$ cat config.mk
export PLATFORM = sky130hd
export DESIGN_NAME = seg_scan_display
export DESIGN_NICKNAME = d
export VERILOG_FILES = /design/src/rtl/seg_scan_display.sv
export SDC_FILE = /design/constraint.sdc
export NUM_CORES = 1
export LEC_CHECK = 0
export CAP_MARGIN = 10
export CORE_MARGIN = 3
export CORE_UTILIZATION = 32
export CTS_CLUSTER_DIAMETER = 150
export DETAILED_ROUTE_END_ITERATION = 7
export PLACE_DENSITY = 0.48
export SLEW_MARGIN = 30
export SYNTH_ARGS = -nofsm -noshare
export SYNTH_HDL_FRONTEND = slang
export SYNTH_SLANG_ARGS = --single-unit
$ cat constraint.sdc
create_clock -name Clk -period 3.1 [get_ports Clk]
set_input_delay 0.31 -clock Clk [delete_from_list [all_inputs] [get_ports Clk]]
set_output_delay 0.31 -clock Clk [all_outputs]
set_load 0.02 [all_outputs]
$ cat src/rtl/seg_scan_display.sv
// seg_scan_display
//   Multiplexed seven-segment driver. It converts an unsigned magnitude to BCD
//   with a sequential double-dabble (one iteration per clock), then scans the
//   digits. The display also supports leading-zero blanking, a floating minus
//   sign, an error pattern, a decimal point and overflow dashes.
//
// Ports
//   Clk, Rst  : clock, synchronous active-high reset
//   load      : one-cycle strobe; captures value/mode/dp_pos when not busy
//   value     : unsigned magnitude (DATA_W bits)
//   mode      : 0 plain, 1 negative, 2 error 'E', 3 fixed-point
//   dp_pos    : digit whose decimal point is lit in mode 3
//   blank_lz  : leading-zero blanking enable (live level)
//   busy      : conversion in progress
//   anodes    : active-low digit enables, bit 0 = rightmost digit
//   segments  : active-low {dp,g,f,e,d,c,b,a}
module seg_scan_display #(
  parameter int unsigned DIGITS = 4,
  parameter int unsigned DATA_W = 8,
  parameter int unsigned DIV_W  = 12
) (
  input  logic                      Clk,
  input  logic                      Rst,
  input  logic                      load,
  input  logic [DATA_W-1:0]         value,
  input  logic [1:0]                mode,
  input  logic [$clog2(DIGITS)-1:0] dp_pos,
  input  logic                      blank_lz,
  output logic                      busy,
  output logic [DIGITS-1:0]         anodes,
  output logic [7:0]                segments
);

  localparam int unsigned NB = (DIGITS > (DATA_W + 2) / 3) ? DIGITS : (DATA_W + 2) / 3;
  localparam int unsigned BW = 4 * NB;
  localparam int unsigned DW = 4 * DIGITS;
  localparam int unsigned IW = $clog2(DIGITS);
  localparam int unsigned CW = $clog2(DATA_W + 1);

  typedef enum logic {S_IDLE, S_CONV} state_e;

  state_e            state_q, state_d;
  logic [CW-1:0]     cnt_q, cnt_d;
  logic [DATA_W-1:0] bin_q, bin_d;
  logic [BW-1:0]     bcd_q, bcd_d;
  logic [1:0]        sh_mode_q, sh_mode_d;
  logic [IW-1:0]     sh_dp_q, sh_dp_d;

  logic [DW-1:0]     disp_bcd_q, disp_bcd_d;
  logic [1:0]        disp_mode_q, disp_mode_d;
  logic [IW-1:0]     disp_dp_q, disp_dp_d;
  logic              disp_ovf_q, disp_ovf_d;

  logic [DIV_W-1:0]  div_q;
  logic [IW-1:0]     idx_q, idx_d;
  logic [DIGITS-1:0] anodes_q, anodes_d;
  logic [7:0]        segments_q, segments_d;

  logic [BW-1:0]     adj;
  logic [BW-1:0]     bcd_step;
  logic [DATA_W-1:0] bin_step;
  logic              ovf_step;

  function automatic logic [7:0] seg7(input logic [3:0] d);
    case (d)
      4'd0:    seg7 = 8'hC0;
      4'd1:    seg7 = 8'hF9;
      4'd2:    seg7 = 8'hA4;
      4'd3:    seg7 = 8'hB0;
      4'd4:    seg7 = 8'h99;
      4'd5:    seg7 = 8'h92;
      4'd6:    seg7 = 8'h82;
      4'd7:    seg7 = 8'hF8;
      4'd8:    seg7 = 8'h80;
      4'd9:    seg7 = 8'h90;
      default: seg7 = 8'hFF;
    endcase
  endfunction

  // One double-dabble iteration: add-3 adjust every digit, then shift in the
  // next binary MSB. Overflow is judged on the result of this step because the
  // display registers latch it on the final iteration.
  always_comb begin
    adj = bcd_q;
    for (int unsigned k = 0; k < NB; k++) begin
      if (adj[4*k +: 4] >= 4'd5) adj[4*k +: 4] = adj[4*k +: 4] + 4'd3;
    end
    bcd_step = BW'({adj, bin_q[DATA_W-1]});
    bin_step = bin_q << 1;
    ovf_step = 1'b0;
    for (int unsigned k = 0; k < NB; k++) begin
      if (bcd_step[4*k +: 4] != 4'd0) begin
        if ((sh_mode_q == 2'd0 || sh_mode_q == 2'd3) && k >= DIGITS) ovf_step = 1'b1;
        if (sh_mode_q == 2'd1 && k >= DIGITS - 1) ovf_step = 1'b1;
      end
    end
  end

  always_comb begin
    state_d     = state_q;
    cnt_d       = cnt_q;
    bin_d       = bin_q;
    bcd_d       = bcd_q;
    sh_mode_d   = sh_mode_q;
    sh_dp_d     = sh_dp_q;
    disp_bcd_d  = disp_bcd_q;
    disp_mode_d = disp_mode_q;
    disp_dp_d   = disp_dp_q;
    disp_ovf_d  = disp_ovf_q;
    case (state_q)
      S_IDLE: begin
        if (load) begin
          state_d   = S_CONV;
          cnt_d     = CW'(DATA_W);
          bin_d     = value;
          bcd_d     = '0;
          sh_mode_d = mode;
          sh_dp_d   = dp_pos;
        end
      end
      default: begin
        bin_d = bin_step;
        bcd_d = bcd_step;
        cnt_d = cnt_q - 1'b1;
        if (cnt_q == CW'(1)) begin
          state_d     = S_IDLE;
          disp_bcd_d  = bcd_step[DW-1:0];
          disp_mode_d = sh_mode_q;
          disp_dp_d   = sh_dp_q;
          disp_ovf_d  = ovf_step;
        end
      end
    endcase
  end

  // Segments are computed for the index the scan will hold after this edge,
  // so anodes and segments always switch together.
  always_comb begin
    logic [IW-1:0] msd;
    logic [3:0]    dig;
    logic [7:0]    pat;
    idx_d = idx_q;
    if (div_q == '1) idx_d = (idx_q == IW'(DIGITS - 1)) ? '0 : idx_q + 1'b1;
    anodes_d = ~(DIGITS'(1) << idx_d);

    msd = '0;
    for (int unsigned k = 0; k < DIGITS; k++) begin
      if (disp_bcd_q[4*k +: 4] != 4'd0) msd = IW'(k);
    end
    dig = disp_bcd_q[4*idx_d +: 4];
    pat = 8'hFF;
    if (disp_ovf_q) begin
      pat = 8'hBF;
    end else begin
      case (disp_mode_q)
        2'd0: pat = (blank_lz && idx_d > msd) ? 8'hFF : seg7(dig);
        2'd1: begin
          if (!blank_lz)
            pat = (idx_d == IW'(DIGITS - 1)) ? 8'hBF : seg7(dig);
          else if ({1'b0, idx_d} > {1'b0, msd} + 1'b1)
            pat = 8'hFF;
          else if ({1'b0, idx_d} == {1'b0, msd} + 1'b1)
            pat = 8'hBF;
          else
            pat = seg7(dig);
        end
        2'd2: pat = (idx_d == IW'(DIGITS - 1)) ? 8'h86 : 8'hFF;
        default: begin
          pat = (blank_lz && idx_d > msd && idx_d > disp_dp_q) ? 8'hFF : seg7(dig);
          if (idx_d == disp_dp_q) pat = pat & 8'h7F;
        end
      endcase
    end
    segments_d = pat;
  end

  always_ff @(posedge Clk) begin
    if (Rst) begin
      state_q     <= S_IDLE;
      cnt_q       <= '0;
      bin_q       <= '0;
      bcd_q       <= '0;
      sh_mode_q   <= '0;
      sh_dp_q     <= '0;
      disp_bcd_q  <= '0;
      disp_mode_q <= '0;
      disp_dp_q   <= '0;
      disp_ovf_q  <= 1'b0;
      div_q       <= '0;
      idx_q       <= '0;
      anodes_q    <= ~(DIGITS'(1));
      segments_q  <= 8'hC0;
    end else begin
      state_q     <= state_d;
      cnt_q       <= cnt_d;
      bin_q       <= bin_d;
      bcd_q       <= bcd_d;
      sh_mode_q   <= sh_mode_d;
      sh_dp_q     <= sh_dp_d;
      disp_bcd_q  <= disp_bcd_d;
      disp_mode_q <= disp_mode_d;
      disp_dp_q   <= disp_dp_d;
      disp_ovf_q  <= disp_ovf_d;
      div_q       <= div_q + 1'b1;
      idx_q       <= idx_d;
      anodes_q    <= anodes_d;
      segments_q  <= segments_d;
    end
  end

  assign busy     = (state_q == S_CONV);
  assign anodes   = anodes_q;
  assign segments = segments_q;

endmodule
# Yosys cells after proc, flatten, opt, wreduce, memory -nomap -nowiden
# Memories as Yosys holds them, arrays and structs flattened.
# Cells that the tools add are included.
[classes]
n_addsub = 8
n_lt_le_gt_ge = 7
n_eq_ne = 9
n_shift = 2
n_mux = 30
bitwise = 2
n_reduce_logical = 12
[op_table]
columns = ["op", "n"]
rows = [
  ["$mux 8", 9],
  ["$mux 16", 2],
  ["$pmux 8 s3", 1],
  ["$mux 4", 5],
  ["$ge 4x3->1 const B", 4],
  ["$reduce_bool 4->1", 4],
  ["$shiftx 16x5->4", 1],
  ["$mux 7", 2],
  ["$add 12x1->12 const B", 1],
  ["$add 4x2->4 const B", 3],
  ["$eq 12x12->1 const B", 1],
  ["$mux 2", 4],
  ["$eq 2x2->1 const B", 3],
  ["$mux 1", 6],
  ["$eq 2x1->1 const B", 2],
  ["$eq 4x1->1 const B", 1],
  ["$gt 2x2->1", 2],
  ["$not 4->4", 1],
  ["$reduce_and 2->1", 2],
  ["$reduce_or 2->1", 2],
  ["$shl 1x2->4 const A", 1],
  ["$sub 4x1->4 const B", 1],
  ["$add 2x1->3 const B", 1],
  ["$add 3x2->3 const B", 1],
  ["9 further kinds", 10],
]
[word_totals]
regBits = 80
rom_bits = 448
out_inout_bits = 13
word_cells = 90
mem_count = 4
[memory_table]
columns = ["memory", "depth", "word_bits", "read_ports", "rd_ports_with_merged_regs", "write_ports", "line", "rtl"]
rows = [
  ["(no name shown)", 16, 7, 1, 0, 0, "65", "case (d)"],
  ["(no name shown)", 16, 7, 1, 0, 0, "65", ""],
  ["(no name shown)", 16, 7, 1, 0, 0, "65", ""],
  ["(no name shown)", 16, 7, 1, 0, 0, "65", ""],
]

# Longest topological paths before layout
# Gate-level depths: netlist (run 1).
[depth]
depth_word = 11
ltp_mapped = 14
ltp_nobuf = 13

# Least setup slack after synthesis (run 1)
# No wires, ideal clock.
[synth_timing]
path_kind = "register to register"
start = "register div_q[0]"
end = "register segments_q[1], in the netlist segments[1]"
setup_time_ns = 0.120
t_arrival_ns = 2.968
required_ns = 2.980
setup_slack_ns = 0.012
stages_incl_launch_ff = 13
path_cell_list = "dfxtp_1 -> ha_1 -> nand3_2 -> o41a_1 -> a21oi_2 -> inv_2 -> ha_1 -> nor2b_1 -> o211ai_1 -> a2111oi_0 -> nor3_1 -> nor2_1 -> o31a_1"
[synth_between]
elab_chain_len = 9
elab_cells_between_ends = 23
cone_classes = "3 x order compare; 3 x eq/ne; 1 x shift; 10 x mux; 2 x reduce/logical; 4 x memory"
[synth_lines]
columns = ["element", "line", "rtl"]
rows = [
  ["from (decl)", "54", "logic [DIV_W-1:0] div_q;"],
  ["from (signal assigned)", "204", "div_q <= div_q + 1'b1;"],
  ["$eq 12x12->1 *", "143", "if (div_q == '1) idx_d = (idx_q == IW'(DIGITS - 1)) ? '0 : idx_q + 1'b1;"],
  ["$mux 2 *", "143", ""],
  ["via idx_d[1]", "55", "logic [IW-1:0] idx_q, idx_d;"],
  ["$shiftx 16x5->4 / $gt 2x2->1 (equally long branches)", "150, 156, 169", ""],
  ["$mem_v2 16x7 / $logic_and 1x1->1 (equally long branches)", "-", ""],
  ["$mux 8 / $logic_and 1x1->1 (equally long branches)", "162, 169", ""],
  ["$mux 8, on equally long branches", "160, 169", ""],
  ["$mux 8, on equally long branches", "158, 170", ""],
  ["$pmux 8 s3 *", "155", "case (disp_mode_q)"],
  ["$mux 7 *", "152", "if (disp_ovf_q) begin"],
  ["to (signal assigned)", "207", "segments_q <= segments_d;"],
  ["to (decl)", "57", "logic [7:0] segments_q, segments_d;"],
]
# Mark *: on every way through the listed nets, which the timed path passes. The rest lies on a longest branch.
# A chain may end at the register's enable or synchronous reset.

# Final worst setup path (run 1)
[layout_timing]
start = "register div_q[1]"
end = "register segments_q[1], in the netlist segments[1]"
# Same word-level chain as after synthesis.

==> results of run 1 <==
sequential cells by signal, summed over array words and instances, names as in the netlist:
signal,count
div_q,12
cnt_q,4
idx_q,2
disp_dp_q,2
sh_dp_q,2
disp_bcd_q,16
bcd_q,16
disp_mode_q,2
disp_ovf_q,1
anodes,4
busy,1
bin_q,8
sh_mode_q,2
segments,8
cell usage after synthesis, types with 4 or more instances:
cell type	n	area [um^2]
nor2b_1	6	37.5
nand2_1	57	214
a211oi_1	5	37.5
mux2i_1	20	200
o21ai_0	17	85.1
nand3_1	13	65.1
ha_1	20	250
nor3b_1	8	60.1
nor3_1	18	90.1
a21o_1	5	37.5
inv_1	19	71.3
nand2b_1	8	50.1
o31a_1	4	35.0
a21oi_1	64	320
xor2_1	5	43.8
clkbuf_1	22	82.6
a31oi_1	4	25.0
and3_1	6	37.5
nor2_1	63	236
xnor2_1	9	78.8
dfxtp_1	80	1600
power by group through the flow:
| stage | Sequential, mW | Combinational (mW) | Clock, mW |
|---|---|---|---|
| finish | 1.08 | 0.193 | 1.10 |
| global route | 1.09 | 0.218 | 1.18 |
| CTS | 1.08 | 0.192 | 1.14 |
| detailed placement | 1.10 | 0.190 | 0 |
| global placement | 1.10 | 0.188 | 0 |
| floorplan | 1.10 | 0.124 | 0 |
per-layer routing:
| metal | global-route usage (%) | vias up | wire [um] |
|---|---|---|---|
| li1 | - | 1859 | - |
| met1 | 18.4 | 1645 | 4920 |
| met2 | 22.7 | 50 | 4340 |
| met3 | 4.24 | 8 | 353 |
| met4 | 3.94 | 0 | 107 |
| met5 | 0 | - | 0 |
per-stage QoR:
stage | TNS (ps) | utilization (%) | total power, mW
after floorplan | 0 | - | 1.22
after global placement | 0 | 38.1 | 1.29
after detailed placement | 0 | 38.1 | 1.29
after CTS | 0 | 40.6 | 2.41
after global routing | -1.80 | 41.3 | 2.48
final | 0 | 41.3 | 2.37
critical path, stage by stage, from the launching register on:
cell,delay [ps]
dfxtp_2,360
ha_4,150
nand3_2,100
o41a_1,380
a21oi_2,160
inv_2,50
ha_1,300
nor2b_1,140
o211ai_1,310
buf_4,200
nand2_1,80
a21oi_2,160
nor2_2,70
o31a_1,270
worst paths after layout:
kind	start	end	slack, ps	cells past startpoint
worst max-delay path	div_q[1]	segments[1]	270	13
worst min-delay path	div_q[0]	div_q[0]	460	1
worst max register to register	div_q[1]	segments[1]	270	13
worst min register to register	div_q[0]	div_q[0]	460	1
kinds of logic (layout without fill, tap and decap cells):
family | count (synthesis) | count (layout) | synth area share [%]
simple gates | 198 | 198 | 22.7
compound gates | 128 | 128 | 20.6
flops | 80 | 80 | 38.6
buf+inv | 47 | 87 | 4.29
fa+ha+maj | 20 | 20 | 6.04
mux | 20 | 20 | 4.83
xor+xnor | 14 | 14 | 2.96
layout make-up:
type,count,area [um^2]
Timing Repair Buffer,50,440
Clock buffer,12,256
Clock inverter,4,52.6
Fill cell,1301,7230
Inverter,21,78.8
Tap cell,168,210
Sequential cell,80,1610
Multi-Input combinational cell,380,2430
repair_timing:
action                                  4_1_cts  5_1_grt
endpoints found under the setup margin        0        4
setup buffers                                 0        1
endpoints found under the hold margin         0        0
gates resized for setup                       0       20
==> qor.yml, run 1 <==
outcome:
  status: "finished clean"
timing:
  worstMarginPinSlew_ps: 893
  clock_skew_ps: 6.29
  setup_violations: 0
  fin_crit_ps: 2830
  worst_hold_slack_ps: 457
  max_freq_mhz: 353
  worst_slack_ps: 270
  slew_viol_final: 0
  period_share_pct: 91.3
  relSlewSlack_pct: 40.5
  hold_viol: 0
layout:
  antennaDiodeCount: 0
  layout_commonest_cell: "dfxtp_1"
  nets: 578
  fin_cells: 715
  final_cell_mix: "dfxtp_1 (72), a21oi_1 (63), nor2_1 (62)"
  drive_above_1_share_pct: 12.1
  design_area_um2: 5080
  syn2layout_area_growth_pct: 22.5
die:
  core_um2: 12300
  die_x_um: 120
  initial_core_util_pct: 33.7
  ios: 29
  chipHeight_um: 120
  die_area_um2: 14400
  std_cell_rows: 40
clock_tree:
  ctsRootBufferMaster: "clkbuf_16"
  clkSinkCount: 80
  clk_latency_ps: 340
  ctsHoldBuffers: 0
  cts_tree: "built"
  h-tree-depth: 3
  clk_path_buf_depth: 2
  numCtsBuffers: 9
  clk_pin_slew_ps: 60
flow_run:
  maxCapViolCount: 0
synthesis:
  ys_seq_area_share_pct: 38.6
  synthesis.nets: 543
  synth_seq_cells: 80
  syn_inst: 507
  yosysWarningCount: 0
  synth-edff-count: 0
  synth_cell_types: 54
  synthFlopType: "dfxtp_1"
  synthArstFlopShare_pct: 0
  avgSynthCellArea_um2: 8.18
  synth.cell_area_um2: 4150
drt:
  antenna_left: 0
  viasPerCell: 4.98
  route.vias.total: 3562
  totalWireLength_um: 9730
  firstDrtPassIters: 4
  drc: 0
  drtIter0Drc: 244
  wl_per_cell_um: 13.6
worst_setup_path:
  start_kind: "flip-flop"
  endpoint_kind: "flip-flop"
  worstPathArrival_ps: 3060
  critPathRequiredTime_ps: 3330
  worstSetupPathType: "flip-flop to flip-flop"
  cp_max_fo: 4
placement:
  placed_cell_area_um2: 4690
  port_buffers: 28
  place_congestion: 0.807
  place_ws_ps: 75.0
  post-place-cells: 698
  hpwlAfterDp_um: 6800
power:
  comb_power_share_pct: 8.1
  p_switching_mw: 0.560
  seq_power_share_pct: 45.6
  clkPwrFrac_pct: 46.3
  p_leak_nw: 1.95
  p_int_mw: 1.81
  power.density_nw_per_um2: 467
  peakVddDrop_mv: 0.285
  switching_share_pct: 23.6
grt:
  grt_max_degree: 40
  overflow: 0
  antenna_found_initial: 0
  track_usage_pct: 14.1
  grt_pass1_wl_um: 16400
  grt_pass1_vias: 3438
hold_path:
  hold_class: "flip-flop to flip-flop"
Note: power is estimated with default switching activity, not from simulation.
==> run 2: changes to the inputs <==
--- a/config.mk
+++ b/config.mk
@@ -8,6 +8,7 @@
 export CAP_MARGIN = 10
 export CORE_MARGIN = 3
 export CORE_UTILIZATION = 32
+export CTS_BUF_LIST = sky130_fd_sc_hd__clkbuf_4 sky130_fd_sc_hd__clkbuf_8
 export CTS_CLUSTER_DIAMETER = 150
 export DETAILED_ROUTE_END_ITERATION = 7
 export PLACE_DENSITY = 0.48
==> constraint.sdc (replaced) <==
create_clock -name Clk -period 3.1 [get_ports Clk]
set_input_delay 0.31 -clock Clk [delete_from_list [all_inputs] [get_ports Clk]]
set_output_delay 0.31 -clock Clk [all_outputs]
set_load 0.1 [all_outputs]
==> qor.yml, run 2 (synthesis gave the netlist of run 1 again) <==
clock_tree:
  clkSinkCount: 80
  clk_latency_ps: 360
  ctsRootBufferMaster: "clkbuf_8"
  clk_pin_slew_ps: 80
  numCtsBuffers: 9
  h-tree-depth: 3
  cts_tree: "built"
  clk_path_buf_depth: 2
grt:
  overflow: 0
  grt_pass1_wl_um: 16500
  grt_max_degree: 59
  grt_pass1_vias: 3495
  antenna_found_initial: 0
  track_usage_pct: 13.9
power:
  switching_share_pct: 26.5
  p_int_mw: 1.60
  power.density_nw_per_um2: 433
  p_leak_nw: 1.92
  peakVddDrop_mv: 0.292
  clkPwrFrac_pct: 39.5
  comb_power_share_pct: 11.2
  p_switching_mw: 0.578
  seq_power_share_pct: 49.3
  power.total_mw: 2.18
die:
  core_um2: 12300
  die_x_um: 120
  std_cell_rows: 40
  initial_core_util_pct: 33.7
  die_area_um2: 14400
  ios: 29
  chipHeight_um: 120
worst_setup_path:
  cp_cell_sequence: "ha_4 -> nand3_2 -> buf_4 -> o41a_1 -> or3_4 -> a32oi_4 -> buf_4 -> nand3_1 -> nor2_1 -> a21oi_1 -> o31a_1"
  endpoint_kind: "flip-flop"
  cp_num_buf_inv: 2
  rrSetupSlack_ps: 230
  worstSetupPathType: "flip-flop to flip-flop"
  start_kind: "flip-flop"
  critPathRequiredTime_ps: 3350
  crit_path_frequent_cell: "buf_4"
  slowest_stage: "o41a_1"
  worstPathArrival_ps: 3130
  cp_max_fo: 13
  max_stage_delay_ps: 430
  crit_family: "compound AO/OA/AOI/OAI gates"
timing:
  max_freq_mhz: 348
  fin_crit_ps: 2870
  hold_viol: 0
  worst_hold_slack_ps: 462
  slew_viol_final: 0
  period_share_pct: 92.7
  relSlewSlack_pct: 34.5
  setup_violations: 0
  tns_ps: 0
  clock_skew_ps: 4.09
  worst_slack_ps: 226
  worstMarginPinSlew_ps: 979
layout:
  antennaDiodeCount: 0
  fin_util_pct: 40.8
  syn2layout_area_growth_pct: 21.2
  nets: 582
  nFillCells: 1303
  final_cell_mix: "dfxtp_1 (75), a21oi_1 (63), nor2_1 (63)"
  layout_commonest_cell: "dfxtp_1"
  drive_above_1_share_pct: 12.9
  top_regs: "bcd_q: 16 flops, disp_bcd_q: 16 flops, div_q: 12 flops"
drt:
  antenna_left: 0
  firstDrtPassIters: 4
  drtIter0Drc: 286
  totalWireLength_um: 9630
  viasPerCell: 4.95
  drc: 0
  wl_per_cell_um: 13.4
  route.vias.total: 3562
placement:
  place_ws_ps: 78.5
  hpwlAfterDp_um: 6840
  port_buffers: 28
  place_congestion: 0.835
hold_path:
  hold_class: "flip-flop to flip-flop"
outcome:
  status: "finished clean"
flow_run:
  maxCapViolCount: 0
## run 2: area by class of cell
| cell class | count | area [um^2] | area share, % |
|---|---|---|---|
| Inverter | 21 | 78.8 | 1.57 |
| Clock inverter | 7 | 95.1 | 1.89 |
| Timing Repair Buffer | 54 | 468 | 9.31 |
| Multi-Input combinational cell | 380 | 2440 | 48.6 |
| Sequential cell | 80 | 1610 | 32.0 |
| Clock buffer | 9 | 124 | 2.47 |
| Tap cell | 168 | 210 | 4.18 |
## run 2: power by group through the flow
stage / logic [mW] / registers [mW] / clock network [mW]
after global placement: 0.236 / 1.10 / 0
final: 0.243 / 1.07 / 0.860
after floorplan: 0.124 / 1.14 / 0
after detailed placement: 0.239 / 1.10 / 0
after global routing: 0.270 / 1.08 / 0.930
after CTS: 0.240 / 1.07 / 0.898
## run 2: routing by layer
metal  vias up  part of all wire, %  global-route usage (%)
met5         -                    0                       0
li1       1873                    -                       -
met3        11                  3.5                    3.35
met2        45                   45                    22.0
met1      1633                   50                    18.5
met4         0                  1.3                    4.80
## run 2: what timing repair did
item / in CTS / in global routing
buffers inserted: 0 / 5
hold buffers: 0 / 0
endpoints found under the setup margin: 0 / 7
gates resized for setup: 0 / 18
## run 2: path summary, 6_finish.rpt
path	from	endpoint	cells after the start
worst max-delay path	div_q[0]	segments[2]	11
worst min-delay path	sh_dp_q[0]	disp_dp_q[0]	2
worst max register to register	div_q[0]	segments[2]	11
worst min register to register	sh_dp_q[0]	disp_dp_q[0]	2
## run 2: worst min-delay path, stage by stage (launching register included)
cell	delay (ps)
dfxtp_1	320
nand2_1	50
a21oi_1	50
## run 2: per-stage QoR
step           instances  area (um^2)
6_report             719         5020
5_1_grt              719         5020
4_1_cts              714         4910
3_5_place_dp         698         4690
3_3_place_gp         698         4690
2_1_floorplan        507         4150
